### src/rtl/bmp_frame_arbiter_if.sv
// Bus bundle between the two BMP slave ports, the frame arbiter
// and the shared downstream processing path.
interface bmp_frame_arbiter_if #(
  parameter int DW = 32
);
  logic [1:0]    slv0_mode;
  logic          slv0_data_valid;
  logic [DW-1:0] slv0_data;
  logic          slv0_ready;
  logic [1:0]    slv1_mode;
  logic          slv1_data_valid;
  logic [DW-1:0] slv1_data;
  logic          slv1_ready;
  logic [DW-1:0] out_data;
  logic          out_valid;
  logic          out_ready;
  logic [1:0]    out_mode;
  logic          out_hdr;
  logic          out_last;
  logic [1:0]    whos_grt;
  logic [31:0]   file_size;
  logic          hdr_err;
  logic          frame_done;

  modport master (
    output slv0_mode, slv0_data_valid, slv0_data,
    output slv1_mode, slv1_data_valid, slv1_data,
    output out_ready,
    input  slv0_ready, slv1_ready,
    input  out_data, out_valid, out_mode,
    input  out_hdr, out_last, whos_grt,
    input  file_size, hdr_err, frame_done
  );

  modport slave (
    input  slv0_mode, slv0_data_valid, slv0_data,
    input  slv1_mode, slv1_data_valid, slv1_data,
    input  out_ready,
    output slv0_ready, slv1_ready,
    output out_data, out_valid, out_mode,
    output out_hdr, out_last, whos_grt,
    output file_size, hdr_err, frame_done
  );
endinterface

### src/rtl/bmp_frame_arbiter.sv
// Frame-level round-robin arbiter: grants one slave per BMP frame,
// forwards its beats and parses the size/signature header fields.
module bmp_frame_arbiter #(
  parameter int DATA_BUS_SIZE = 32,
  parameter int HDR_BYTES     = 56
) (
  input logic             clk,
  input logic             rst_n,
  bmp_frame_arbiter_if.slave bus
);

  localparam logic [30:0] HDR_BEATS =
    31'(HDR_BYTES / 4);

  typedef enum logic [1:0] {
    IDLE, HEADER, BODY, DONE
  } state_t;

  state_t state, state_nx;

  logic        gnt;
  logic        last_srv;
  logic [1:0]  mode_q;
  logic [30:0] beat_cnt;
  logic [30:0] total_beats;
  logic [31:0] hdr0;
  logic [31:0] fs_q;
  logic        err_q;

  logic req0, req1, pick;
  logic active, sel_valid, accept;
  logic last_beat, fs_err;
  logic [DATA_BUS_SIZE-1:0] sel_data;
  logic [31:0] fs_new;

  assign req0 = bus.slv0_data_valid &&
    (bus.slv0_mode == 2'b01 ||
     bus.slv0_mode == 2'b10);
  assign req1 = bus.slv1_data_valid &&
    (bus.slv1_mode == 2'b01 ||
     bus.slv1_mode == 2'b10);

  // pick=1 selects slave1; on a tie the one not served last wins
  assign pick = (req0 && req1) ? ~last_srv : req1;

  assign active = (state == HEADER) ||
                  (state == BODY);

  assign sel_valid = gnt ? bus.slv1_data_valid
                         : bus.slv0_data_valid;
  assign sel_data  = gnt ? bus.slv1_data
                         : bus.slv0_data;

  assign accept = active && sel_valid &&
                  bus.out_ready;

  assign fs_new = {sel_data[23:16],
                   sel_data[31:24],
                   hdr0[7:0],
                   hdr0[15:8]};

  assign fs_err = (hdr0[31:24] != 8'h42) ||
                  (hdr0[23:16] != 8'h4D) ||
                  (fs_new < 32'(HDR_BYTES));

  // total_beats is cleared at grant so the
  // compare cannot fire before beat1 is seen
  assign last_beat = err_q
    ? (beat_cnt == HDR_BEATS - 31'd1)
    : (beat_cnt == total_beats - 31'd1);

  assign bus.out_valid  = active && sel_valid;
  assign bus.out_data   = active ? sel_data : '0;
  assign bus.out_mode   = active ? mode_q : 2'b00;
  assign bus.out_hdr    = active &&
                          (beat_cnt < HDR_BEATS);
  assign bus.out_last   = active && last_beat;
  assign bus.whos_grt   = active ? {1'b0, gnt}
                                 : 2'b10;
  assign bus.slv0_ready = active && !gnt &&
                          bus.out_ready;
  assign bus.slv1_ready = active && gnt &&
                          bus.out_ready;
  assign bus.file_size  = fs_q;
  assign bus.hdr_err    = err_q;
  assign bus.frame_done = (state == DONE);

  always_comb begin
    state_nx = state;
    unique case (state)
      IDLE: begin
        if (req0 || req1)
          state_nx = HEADER;
      end
      HEADER: begin
        if (accept && last_beat)
          state_nx = DONE;
        else if (accept &&
                 beat_cnt == HDR_BEATS - 31'd1)
          state_nx = BODY;
      end
      BODY: begin
        if (accept && last_beat)
          state_nx = DONE;
      end
      DONE: state_nx = IDLE;
      default: state_nx = IDLE;
    endcase
  end

  always_ff @(posedge clk or negedge rst_n) begin
    if (!rst_n) begin
      state       <= IDLE;
      gnt         <= 1'b0;
      last_srv    <= 1'b1;
      mode_q      <= 2'b00;
      beat_cnt    <= '0;
      total_beats <= '0;
      hdr0        <= '0;
      fs_q        <= '0;
      err_q       <= 1'b0;
    end else begin
      state <= state_nx;
      if (state == IDLE && (req0 || req1)) begin
        gnt         <= pick;
        mode_q      <= pick ? bus.slv1_mode
                            : bus.slv0_mode;
        beat_cnt    <= '0;
        total_beats <= '0;
        fs_q        <= '0;
        err_q       <= 1'b0;
      end
      if (accept) begin
        beat_cnt <= beat_cnt + 31'd1;
        if (beat_cnt == 31'd0)
          hdr0 <= sel_data;
        if (beat_cnt == 31'd1) begin
          fs_q        <= fs_new;
          total_beats <= 31'(({1'b0, fs_new} +
                              33'd3) >> 2);
          err_q       <= fs_err;
        end
      end
      if (state == DONE)
        last_srv <= gnt;
    end
  end

endmodule

### src/flat_wrapper.sv
// flat-port wrapper written by rule: the top's interface ports become plain ports
module bmp_frame_arbiter_flat 
#(
  parameter int DATA_BUS_SIZE = 32,
  parameter int HDR_BYTES     = 56
)
  (clk, rst_n, bus_slv0_mode, bus_slv0_data_valid, bus_slv0_data, bus_slv1_mode, bus_slv1_data_valid, bus_slv1_data, bus_out_ready, bus_slv0_ready, bus_slv1_ready, bus_out_data, bus_out_valid, bus_out_mode, bus_out_hdr, bus_out_last, bus_whos_grt, bus_file_size, bus_hdr_err, bus_frame_done);
  bmp_frame_arbiter_if bus_i ();
  input logic clk;
  input logic rst_n;
  input wire logic [$bits(bus_i.slv0_mode)-1:0] bus_slv0_mode;
  input wire logic [$bits(bus_i.slv0_data_valid)-1:0] bus_slv0_data_valid;
  input wire logic [$bits(bus_i.slv0_data)-1:0] bus_slv0_data;
  input wire logic [$bits(bus_i.slv1_mode)-1:0] bus_slv1_mode;
  input wire logic [$bits(bus_i.slv1_data_valid)-1:0] bus_slv1_data_valid;
  input wire logic [$bits(bus_i.slv1_data)-1:0] bus_slv1_data;
  input wire logic [$bits(bus_i.out_ready)-1:0] bus_out_ready;
  output wire logic [$bits(bus_i.slv0_ready)-1:0] bus_slv0_ready;
  output wire logic [$bits(bus_i.slv1_ready)-1:0] bus_slv1_ready;
  output wire logic [$bits(bus_i.out_data)-1:0] bus_out_data;
  output wire logic [$bits(bus_i.out_valid)-1:0] bus_out_valid;
  output wire logic [$bits(bus_i.out_mode)-1:0] bus_out_mode;
  output wire logic [$bits(bus_i.out_hdr)-1:0] bus_out_hdr;
  output wire logic [$bits(bus_i.out_last)-1:0] bus_out_last;
  output wire logic [$bits(bus_i.whos_grt)-1:0] bus_whos_grt;
  output wire logic [$bits(bus_i.file_size)-1:0] bus_file_size;
  output wire logic [$bits(bus_i.hdr_err)-1:0] bus_hdr_err;
  output wire logic [$bits(bus_i.frame_done)-1:0] bus_frame_done;
  assign bus_i.slv0_mode = bus_slv0_mode;
  assign bus_i.slv0_data_valid = bus_slv0_data_valid;
  assign bus_i.slv0_data = bus_slv0_data;
  assign bus_i.slv1_mode = bus_slv1_mode;
  assign bus_i.slv1_data_valid = bus_slv1_data_valid;
  assign bus_i.slv1_data = bus_slv1_data;
  assign bus_i.out_ready = bus_out_ready;
  assign bus_slv0_ready = bus_i.slv0_ready;
  assign bus_slv1_ready = bus_i.slv1_ready;
  assign bus_out_data = bus_i.out_data;
  assign bus_out_valid = bus_i.out_valid;
  assign bus_out_mode = bus_i.out_mode;
  assign bus_out_hdr = bus_i.out_hdr;
  assign bus_out_last = bus_i.out_last;
  assign bus_whos_grt = bus_i.whos_grt;
  assign bus_file_size = bus_i.file_size;
  assign bus_hdr_err = bus_i.hdr_err;
  assign bus_frame_done = bus_i.frame_done;
  bmp_frame_arbiter #(.DATA_BUS_SIZE(DATA_BUS_SIZE), .HDR_BYTES(HDR_BYTES)) u_core (.clk(clk), .rst_n(rst_n), .bus(bus_i));
endmodule
### config.mk
export PLATFORM = sky130hd
export DESIGN_NAME = bmp_frame_arbiter_flat
export DESIGN_NICKNAME = d
export VERILOG_FILES = /design/src/rtl/bmp_frame_arbiter_if.sv /design/src/rtl/bmp_frame_arbiter.sv /design/src/flat_wrapper.sv
export SDC_FILE = /design/constraint.sdc
export NUM_CORES = 1
export LEC_CHECK = 0
export ABC_AREA = 1
export CAP_MARGIN = 20
export CORE_ASPECT_RATIO = 0.7
export CORE_MARGIN = 1
export CORE_UTILIZATION = 49
export CTS_CLUSTER_DIAMETER = 60
export CTS_CLUSTER_SIZE = 40
export DETAILED_ROUTE_END_ITERATION = 6
export PLACE_DENSITY = 0.84
export SLEW_MARGIN = 20
export SYNTH_ARGS = -nofsm -noshare
export SYNTH_HDL_FRONTEND = slang
export SYNTH_SLANG_ARGS = --single-unit
### constraint.sdc
create_clock -name clk -period 2.1 [get_ports clk]
set_input_delay 0.21 -clock clk [delete_from_list [all_inputs] [get_ports clk]]
set_output_delay 0.21 -clock clk [all_outputs]
set_load 0.05 [all_outputs]
==> results.py, run 1 <==
metrics = {
    "run_status": {
        "outcome": "did not finish",
        "failed_stage": "5_1_grt",
        "first-error": "[ERROR DPL-0038] Utilization greater than 100%, impossible to legalize",
    },
    "placed_design": {
        "port_buffers": 147,
        "place_worst_setup_slack_ns": -0.417,
        "place_hpwl_um": 23100,
        "finalWeightedCongestion": 1.06,
    },
    "timing": {
        "repair-timing-grt-worst-ep": "bus_out_last",
        "timing.worst_endpoint.kind": "primary output",
    },
    "floorplan": {
        "top_level_ports": 148,
        "start_util": 0.503,
        "die_width_um": 161,
        "die_h_um": 113,
        "placement_rows": 40,
    },
    "logic_synthesis": {
        "post_synth_inst_count": 1200,
        "synth_cell_type_count": 58,
        "synth_seq_area_share": 0.385,
        "synthArstFlopShare": 1.00,
        "syn_nets": 1281,
        "synth_enable_flop_cells": 0,
        "synthFlopType": "sky130_fd_sc_hd__dfrtp_1",
        "synth.cell_area_mm2": 0.00866,
        "syn_avg_cell_area_um2": 7.21,
        "ys.warnings.count": 0,
        "yosys_register_bits": 133,
    },
    "clock_network": {
        "max-clock-path-buffers": 2,
        "htree_num_levels": 4,
        "cts-buffers-inserted": 17,
        "numClockSinks": 133,
        "clock_tree.root_cell": "sky130_fd_sc_hd__clkbuf_16",
    },
    "global_routing": {
        "pin_count_of_the_biggest_net_entering_global_routing": 65,
    },
}
cell usage after synthesis (all sizes together), types with 2 or more instances:
library cell,number,area [µm²]
inv,122,458
a32o,3,30.0
a31oi,4,25.0
or2,15,93.8
nand3b,8,60.1
nand2,279,1080
a22oi,3,22.5
buf,16,100
nand4,27,181
nor2,181,768
a221oi,2,17.5
clkbuf,28,105
clkinv,3,11.3
o21ai,112,572
o22ai,4,25.0
mux2i,25,250
nor4,9,68.8
xnor2,10,87.6
ha,8,100
o32ai,3,26.3
nor3b,2,15.0
nand3,104,543
o2111ai,2,17.5
xor2,24,210
nor3,25,156
dfrtp,132,3300
a21oi,28,140
o31ai,10,75.1
stage by stage:
| step | instances | utilization | hold slack, ns | cell area (µm²) | setup TNS (ns) |
|---|---|---|---|---|---|
| after floorplan | 1200 | - | -0.0856 | 8740 | -3.27 |
| after global placement | 1744 | 0.717 | 0.178 | 12300 | -6.40 |
| after detailed placement | 1744 | 0.717 | 0.188 | 12300 | -13.76 |
| after CTS | 1852 | 0.857 | 0.272 | 14800 | -7.11 |
logic make-up after synthesis:
kind of cell,share of synthesized area
AND/OR/NAND/NOR,0.345
AO/OA/AOI/OAI,0.117
buffers and inverters,0.0779
flip-flops,0.385
XOR/XNOR,0.0344
multiplexers,0.0289
adder cells (fa/ha/maj),0.0116
timing repair:
action,CTS
gates resized for setup,245
cloned,14
hold buffers,1
pin swaps,71
buffers inserted,67
endpoints found under the setup margin,156
hold endpoints to repair,31
==> run 2, diff against run 1 <==
Settings changed: CORE_ASPECT_RATIO 0.7 to not set, CORE_UTILIZATION 49 to 35, CTS_CLUSTER_DIAMETER 60 to not set, CTS_CLUSTER_SIZE 40 to not set, PLACE_DENSITY 0.84 to not set, PLACE_DENSITY_LB_ADDON set to 0.15.
Clock period 2.1 ns to 2.75 ns, I/O delays scaled along.
==> results.py, run 2 <==
metrics = {
    "routing": {
        "vias": 8742,
        "detail_route.vias_per_cell": 5.04,
        "drt.antenna.violating_nets": 0,
        "wire_per_inst_um": 16.4,
        "drc": 0,
        "detail_route.wirelength_um": 28500,
        "firstDrtPassIters": 5,
        "drt_first_iter_violations": 570,
    },
    "worst_setup_path": {
        "critPathLaunchType": "register",
        "cp.arrival_ns": 2.59,
        "required_ns": 2.48,
        "cp-end-kind": "output pin",
        "crit_chain": "inv_2 -> ha_4 -> nand2_8 -> nor2_4 -> nand3_1 -> nand2_1 -> nand2_1 -> nor2_1 -> nand2_1 -> nor2_1 -> nand2_1 -> nor2_2 -> nand3_2 -> a21oi_2 -> buf_4 -> buf_12",
        "critPathSlowestCell": "sky130_fd_sc_hd__dfrtp_1",
        "worst_path_largest_cell_delay_ns": 0.42,
        "critPathMostFrequentCell": "sky130_fd_sc_hd__nand2_1",
        "criticalPathCategory": "reg -> out",
        "crit_fanout": 6,
    },
    "timing": {
        "report.final.hold_viol_count": 0,
        "timing.clock.skew_ns": 0.0147,
        "period_minus_slack_ns": 2.86,
        "rsz_0062_raised_after_global_routing": "true",
        "period_share": 1.04,
        "fin_tns_setup_ns": -0.114,
        "max_freq_mhz": 349,
        "final_max_slew_viol_count": 0,
        "report.final.setup_viol": 1,
        "max_slew.worst_pin.slew_ns": 0.664,
        "timing.final.ws_setup_ns": -0.114,
        "slew_headroom": 0.554,
    },
    "power": {
        "power_per_cell_area_mw_per_mm2": 1450,
        "switching_pwr_mw": 9.19,
        "seq_power_share": 0.185,
        "leakagePower_nw": 5.66,
        "design_power_total_mw": 17.6,
        "sw_frac_of_total": 0.523,
        "combPwrFrac": 0.676,
        "power.share.clock": 0.139,
        "internal-power_mw": 8.38,
        "worst_ir_drop_vdd_mv": 1.05,
    },
    "logic_synthesis": {
        "synthArstFlopShare": 1.00,
        "synth.cell_area_mm2": 0.00866,
        "ys.warnings.count": 0,
        "syn_avg_cell_area_um2": 7.21,
        "synth_commonest_cells": "sky130_fd_sc_hd__nand2_1, sky130_fd_sc_hd__nor2_1, sky130_fd_sc_hd__dfrtp_1, sky130_fd_sc_hd__inv_1, sky130_fd_sc_hd__nand3_1",
        "synth_cell_type_count": 58,
        "yosys_register_bits": 133,
        "syn_nets": 1281,
        "synthFlopType": "sky130_fd_sc_hd__dfrtp_1",
        "cell_types_with_the_largest_area_share_after_synthesis": "sky130_fd_sc_hd__dfrtp_1, sky130_fd_sc_hd__nand2_1, sky130_fd_sc_hd__nor2_1",
        "synth_seq_area_share": 0.385,
        "post_synth_inst_count": 1200,
        "synth_enable_flop_cells": 0,
        "yosys_top_cell_by_area": "sky130_fd_sc_hd__dfrtp_1",
        "synthDominantCellAreaShare": 0.382,
        "most_repeated_cell_in_the_gate_level_netlist_after_synthesis": "sky130_fd_sc_hd__nand2_1",
    },
    "clock_network": {
        "htree_num_levels": 4,
        "cts-buffers-inserted": 17,
        "clock_tree.root_cell": "sky130_fd_sc_hd__clkbuf_16",
        "max-clock-path-buffers": 2,
        "cts_tree": "built",
        "clock_insertion_delay_worst_skew_ns": 0.44,
        "numClockSinks": 133,
        "cts.reportedPaths.clkPinSlew_ns": 0.07,
    },
    "global_routing": {
        "grt_first_pass_wirelength_um": 45900,
        "overflow": 0,
        "grt_antenna_before_repair": 0,
        "pin_count_of_the_biggest_net_entering_global_routing": 65,
        "gr-usage-all-layers": 0.230,
        "number_of_global_route_vias_before_repair": 8455,
    },
    "min_path": {
        "worstHoldPathType": "in -> async",
    },
    "floorplan": {
        "start_util": 0.356,
        "fp.coreArea_mm2": 0.0243,
        "placement_rows": 57,
        "top_level_ports": 148,
        "design.die.area_mm2": 0.0254,
        "die_h_um": 159,
        "die_width_um": 159,
    },
    "placed_design": {
        "post_dp_cell_area_mm2": 0.0111,
        "finalWeightedCongestion": 0.949,
        "port_buffers": 147,
        "placedCellCount": 1685,
        "place_hpwl_um": 21600,
    },
    "layout": {
        "area.growth.synth_to_final_pct": 39.7,
        "stdcell_area_mm2": 0.0121,
        "antenna-diode-count": 0,
        "final_nets": 1478,
        "layout.cells.most_common": "sky130_fd_sc_hd__nand2_1",
        "filler_cell_count": 2411,
        "finish.cell_count_without_fillers": 1734,
        "drive_gt1_frac": 0.179,
        "mostFrequentLayoutCells": "sky130_fd_sc_hd__nand2_1, sky130_fd_sc_hd__nor2_1, sky130_fd_sc_hd__dfrtp_1, sky130_fd_sc_hd__inv_1, sky130_fd_sc_hd__clkdlybuf4s50_1",
    },
    "run_status": {
        "outcome": "complete, but fails checks",
        "failed_checks": "negative setup slack",
    },
    "run": {
        "drv.max_cap_violation_count": 0,
    },
}
[run 2: layer usage]
layer  wire length (µm)  track usage
met5                  0            0
met4                450       0.0616
met3               1480       0.0445
met2              13100        0.370
met1              13400        0.314
[run 2: repair_timing]
action | 4_1_cts | 5_1_grt
pin swaps | 13 | 13
cloned | 2 | 0
gates resized for setup | 36 | 22
hold endpoints to repair | 50 | 0
setup endpoints to repair | 1 | 14
hold buffers | 1 | 0
setup buffers | 10 | 4
[run 2: power groups by stage]
stage / combinational (mW) / sequential, mW / clock (mW)
6_report: 11.9 / 3.25 / 2.45
5_1_grt: 12.8 / 3.34 / 2.58
4_1_cts: 11.7 / 3.23 / 2.48
3_5_place_dp: 11.1 / 3.23 / 0
3_3_place_gp: 11.2 / 3.23 / 0
2_1_floorplan: 6.52 / 3.72 / 0
[run 2: path summary, 6_finish.rpt]
kind	slack (ns)	start	cells past startpoint	endpoint
max	-0.11	u_core.total_beats[1]	16	bus_out_last
min	0.36	rst_n	2	u_core.beat_cnt[0]
max reg2reg	0.29	u_core.state[0]	14	u_core.beat_cnt[21]
min reg2reg	0.48	u_core.hdr0[17]	2	u_core.hdr0[17]
max in group asynchronous	1.66	rst_n	3	u_core.last_srv
min in group clk	0.48	u_core.hdr0[17]	2	u_core.hdr0[17]
[run 2: area by class of cell]
type | count | area (µm²) | share of cell area
timing repair buffer | 221 | 2410 | 0.200
sequential | 133 | 3340 | 0.276
tap | 324 | 405 | 0.0335
clock buffer | 18 | 439 | 0.0363
inverter | 125 | 473 | 0.0391
clock inverter | 14 | 185 | 0.0153
multi-input combinational | 899 | 4830 | 0.400
[run 2: kinds of logic after synthesis]
group / synth area share
buffers and inverters: 0.0779
XOR/XNOR: 0.0344
flip-flops: 0.385
multiplexers: 0.0289
AO/OA/AOI/OAI: 0.117
adder cells (fa/ha/maj): 0.0116
AND/OR/NAND/NOR: 0.345
[run 2: worst max-delay path, delay by kind of cell, from the launching register on]
| kind | cells | cell delay (ns) |
|---|---|---|
| AOI/OAI and AO/OA | 1 | 0.12 |
| adders and majority gates | 1 | 0.20 |
| buffers and inverters | 3 | 0.36 |
| DFF | 1 | 0.42 |
| and+or+nand+nor | 11 | 1.05 |
[run 2: metrics by stage]
step / worst slack (ns) / utilization / hold slack (ns)
after floorplan: 0.0354 / - / -0.0206
after global placement: 0.132 / 0.458 / 0.271
after detailed placement: 0.0848 / 0.458 / 0.271
after CTS: -0.109 / 0.493 / 0.380
after global routing: -0.234 / 0.497 / 0.401
final: -0.114 / 0.497 / 0.357
Power figures use the tool's default switching activity.
==> run 3, diff against run 2 <==
Settings changed: GPL_TIMING_DRIVEN set to 0.
Clock period 2.75 ns to 2.7 ns, I/O delays scaled along.
==> results.py, run 3 (synthesis gave the netlist of run 2 again) <==
metrics = {
    "run_status": {
        "outcome": "complete, but fails checks",
        "failed_checks": "negative setup slack",
    },
    "worst_setup_path": {
        "crit_chain": "buf_4 -> inv_1 -> nand2_1 -> nor2_2 -> nand2_1 -> nand2_1 -> nand2_1 -> nor2_1 -> nand2_1 -> nor2_1 -> nand3_1 -> nor2_2 -> nand3_2 -> a21oi_2 -> buf_6",
        "crit_fanout": 4,
        "worst_path_largest_cell_delay_ns": 0.45,
        "critPathSlowestCell": "sky130_fd_sc_hd__dfrtp_2",
        "critical-path-top-delay-family": "simple AND/OR/NAND/NOR gates",
        "critPathMostFrequentCell": "sky130_fd_sc_hd__nand2_1",
        "cp-end-kind": "output pin",
        "criticalPathCategory": "reg -> out",
        "required_ns": 2.43,
        "cp.arrival_ns": 2.59,
        "worstPathBufferInverterCount": 3,
        "critPathLaunchType": "register",
    },
    "timing": {
        "rsz_0062_raised_after_global_routing": "true",
        "timing.clock.skew_ns": 0.0174,
        "final_max_slew_viol_count": 0,
        "period_share": 1.06,
        "report.final.setup_viol": 1,
        "max_slew.worst_pin.slew_ns": 0.934,
        "worst_hold_slack_ns": 0.312,
        "timing.final.ws_setup_ns": -0.158,
        "period_minus_slack_ns": 2.86,
        "max_freq_mhz": 350,
        "slew_headroom": 0.359,
        "fin_tns_setup_ns": -0.158,
        "report.final.hold_viol_count": 0,
    },
    "global_routing": {
        "gr-usage-all-layers": 0.225,
        "pin_count_of_the_biggest_net_entering_global_routing": 97,
        "grt_first_pass_wirelength_um": 44800,
        "grt_antenna_before_repair": 0,
        "overflow": 0,
        "number_of_global_route_vias_before_repair": 8166,
    },
    "floorplan": {
        "design.die.area_mm2": 0.0254,
        "start_util": 0.356,
        "die_h_um": 159,
        "die_width_um": 159,
        "fp.coreArea_mm2": 0.0243,
        "placement_rows": 57,
        "top_level_ports": 148,
    },
    "layout": {
        "mostFrequentLayoutCells": "sky130_fd_sc_hd__nand2_1, sky130_fd_sc_hd__nor2_1, sky130_fd_sc_hd__dfrtp_1, sky130_fd_sc_hd__clkdlybuf4s50_1, sky130_fd_sc_hd__inv_1",
        "multiInputGateArea_mm2": 0.00488,
        "drive_gt1_frac": 0.162,
        "filler_cell_count": 2429,
        "layout.cells.most_common": "sky130_fd_sc_hd__nand2_1",
        "seq_area_mm2": 0.00334,
        "antenna-diode-count": 0,
        "final_nets": 1470,
        "postLayoutCoreUtil": 0.479,
        "stdcell_area_mm2": 0.0116,
        "area.growth.synth_to_final_pct": 34.6,
    },
    "placed_design": {
        "place_worst_setup_slack_ns": -0.555,
        "place_hpwl_um": 21500,
        "post_dp_cell_area_mm2": 0.0106,
        "finalWeightedCongestion": 0.908,
        "port_buffers": 147,
    },
    "routing": {
        "drc": 0,
        "vias": 8681,
        "firstDrtPassIters": 6,
        "drt_first_iter_violations": 542,
        "drt.antenna.violating_nets": 0,
        "detail_route.vias_per_cell": 5.03,
        "detail_route.wirelength_um": 28400,
        "wire_per_inst_um": 16.5,
    },
    "min_path": {
        "worstHoldPathType": "in -> async",
    },
    "clock_network": {
        "clock_insertion_delay_worst_skew_ns": 0.43,
        "cts.reportedPaths.clkPinSlew_ns": 0.07,
        "cts_tree": "built",
        "cts-buffers-inserted": 17,
        "clock_tree.root_cell": "sky130_fd_sc_hd__clkbuf_16",
        "numClockSinks": 133,
        "htree_num_levels": 4,
        "max-clock-path-buffers": 2,
    },
    "power": {
        "power_per_cell_area_mw_per_mm2": 1440,
        "worst_ir_drop_vdd_mv": 1.06,
        "leakagePower_nw": 5.37,
    },
    "run": {
        "drv.max_cap_violation_count": 0,
    },
}
## run 3: cell types whose count changed in the layout (fill, tap and decap cells not counted), moves of 5 or more
cell,change
sky130_fd_sc_hd__mux2i_2,+5
sky130_fd_sc_hd__o21ai_2,+9
sky130_fd_sc_hd__clkbuf_1,+25
sky130_fd_sc_hd__o21ai_1,-9
sky130_fd_sc_hd__buf_4,-46
sky130_fd_sc_hd__mux2i_1,-6
sky130_fd_sc_hd__dlygate4sd2_1,+7
sky130_fd_sc_hd__buf_2,+8
sky130_fd_sc_hd__clkdlybuf4s15_2,+25
sky130_fd_sc_hd__buf_12,-37
sky130_fd_sc_hd__nor2_4,-5
## run 3: final timing paths
| check | slack, ns | depth (start not counted) | start | end |
|---|---|---|---|---|
| max | -0.16 | 15 | u_core.total_beats[3] | bus_out_last |
| min | 0.31 | 2 | rst_n | u_core.beat_cnt[8] |
| min reg2reg | 0.48 | 2 | u_core.mode_q[1] | u_core.mode_q[1] |
| max reg2reg | 0.14 | 8 | u_core.gnt | u_core.bus.hdr_err |
| max in group asynchronous | 1.55 | 3 | rst_n | u_core.bus.file_size[4] |
| min in group clk | 0.48 | 2 | u_core.mode_q[1] | u_core.mode_q[1] |
## run 3: layout make-up
class / count / share of cell area
multi-input cells: 898 / 0.419
flip-flops and latches: 133 / 0.286
repair buffers: 170 / 0.144
inverters: 125 / 0.0410
clock buffers: 17 / 0.0365
well taps: 324 / 0.0348
plain buffers: 44 / 0.0194
clock inverters: 15 / 0.0179
## run 3: routing by layer
layer,global-route usage,wire length [µm],vias to the layer above,share of wire
met5,0,0,-,0
met4,0.0603,381,0,0.013
li1,-,-,4348,-
met1,0.303,13300,4098,0.47
met3,0.0370,1210,19,0.043
met2,0.375,13600,216,0.48
## run 3: stage by stage
step / std cells / power (mW)
floorplan: 1200 / 10.4
global placement: 1671 / 13.6
detailed placement: 1672 / 13.6
CTS: 1707 / 16.3
global route: 1726 / 18.0
finish: 1726 / 16.8
## run 3: what timing repair did
item | 4_1_cts | 5_1_grt
setup endpoints to repair | 117 | 137
setup buffers | 1 | 19
gates cloned | 1 | 0
resized for setup | 141 | 47
pin swaps | 4 | 19
hold endpoints to repair | 36 | 0
hold buffers | 1 | 0
## run 3: power breakdown
| group | switching (mW) | leakage, nW | internal (mW) |
|---|---|---|---|
| clock network | 1.06 | 0.314 | 1.50 |
| logic | 7.36 | 3.29 | 3.62 |
| registers | 0.637 | 1.77 | 2.65 |
| total | 9.06 | 5.37 | 7.77 |
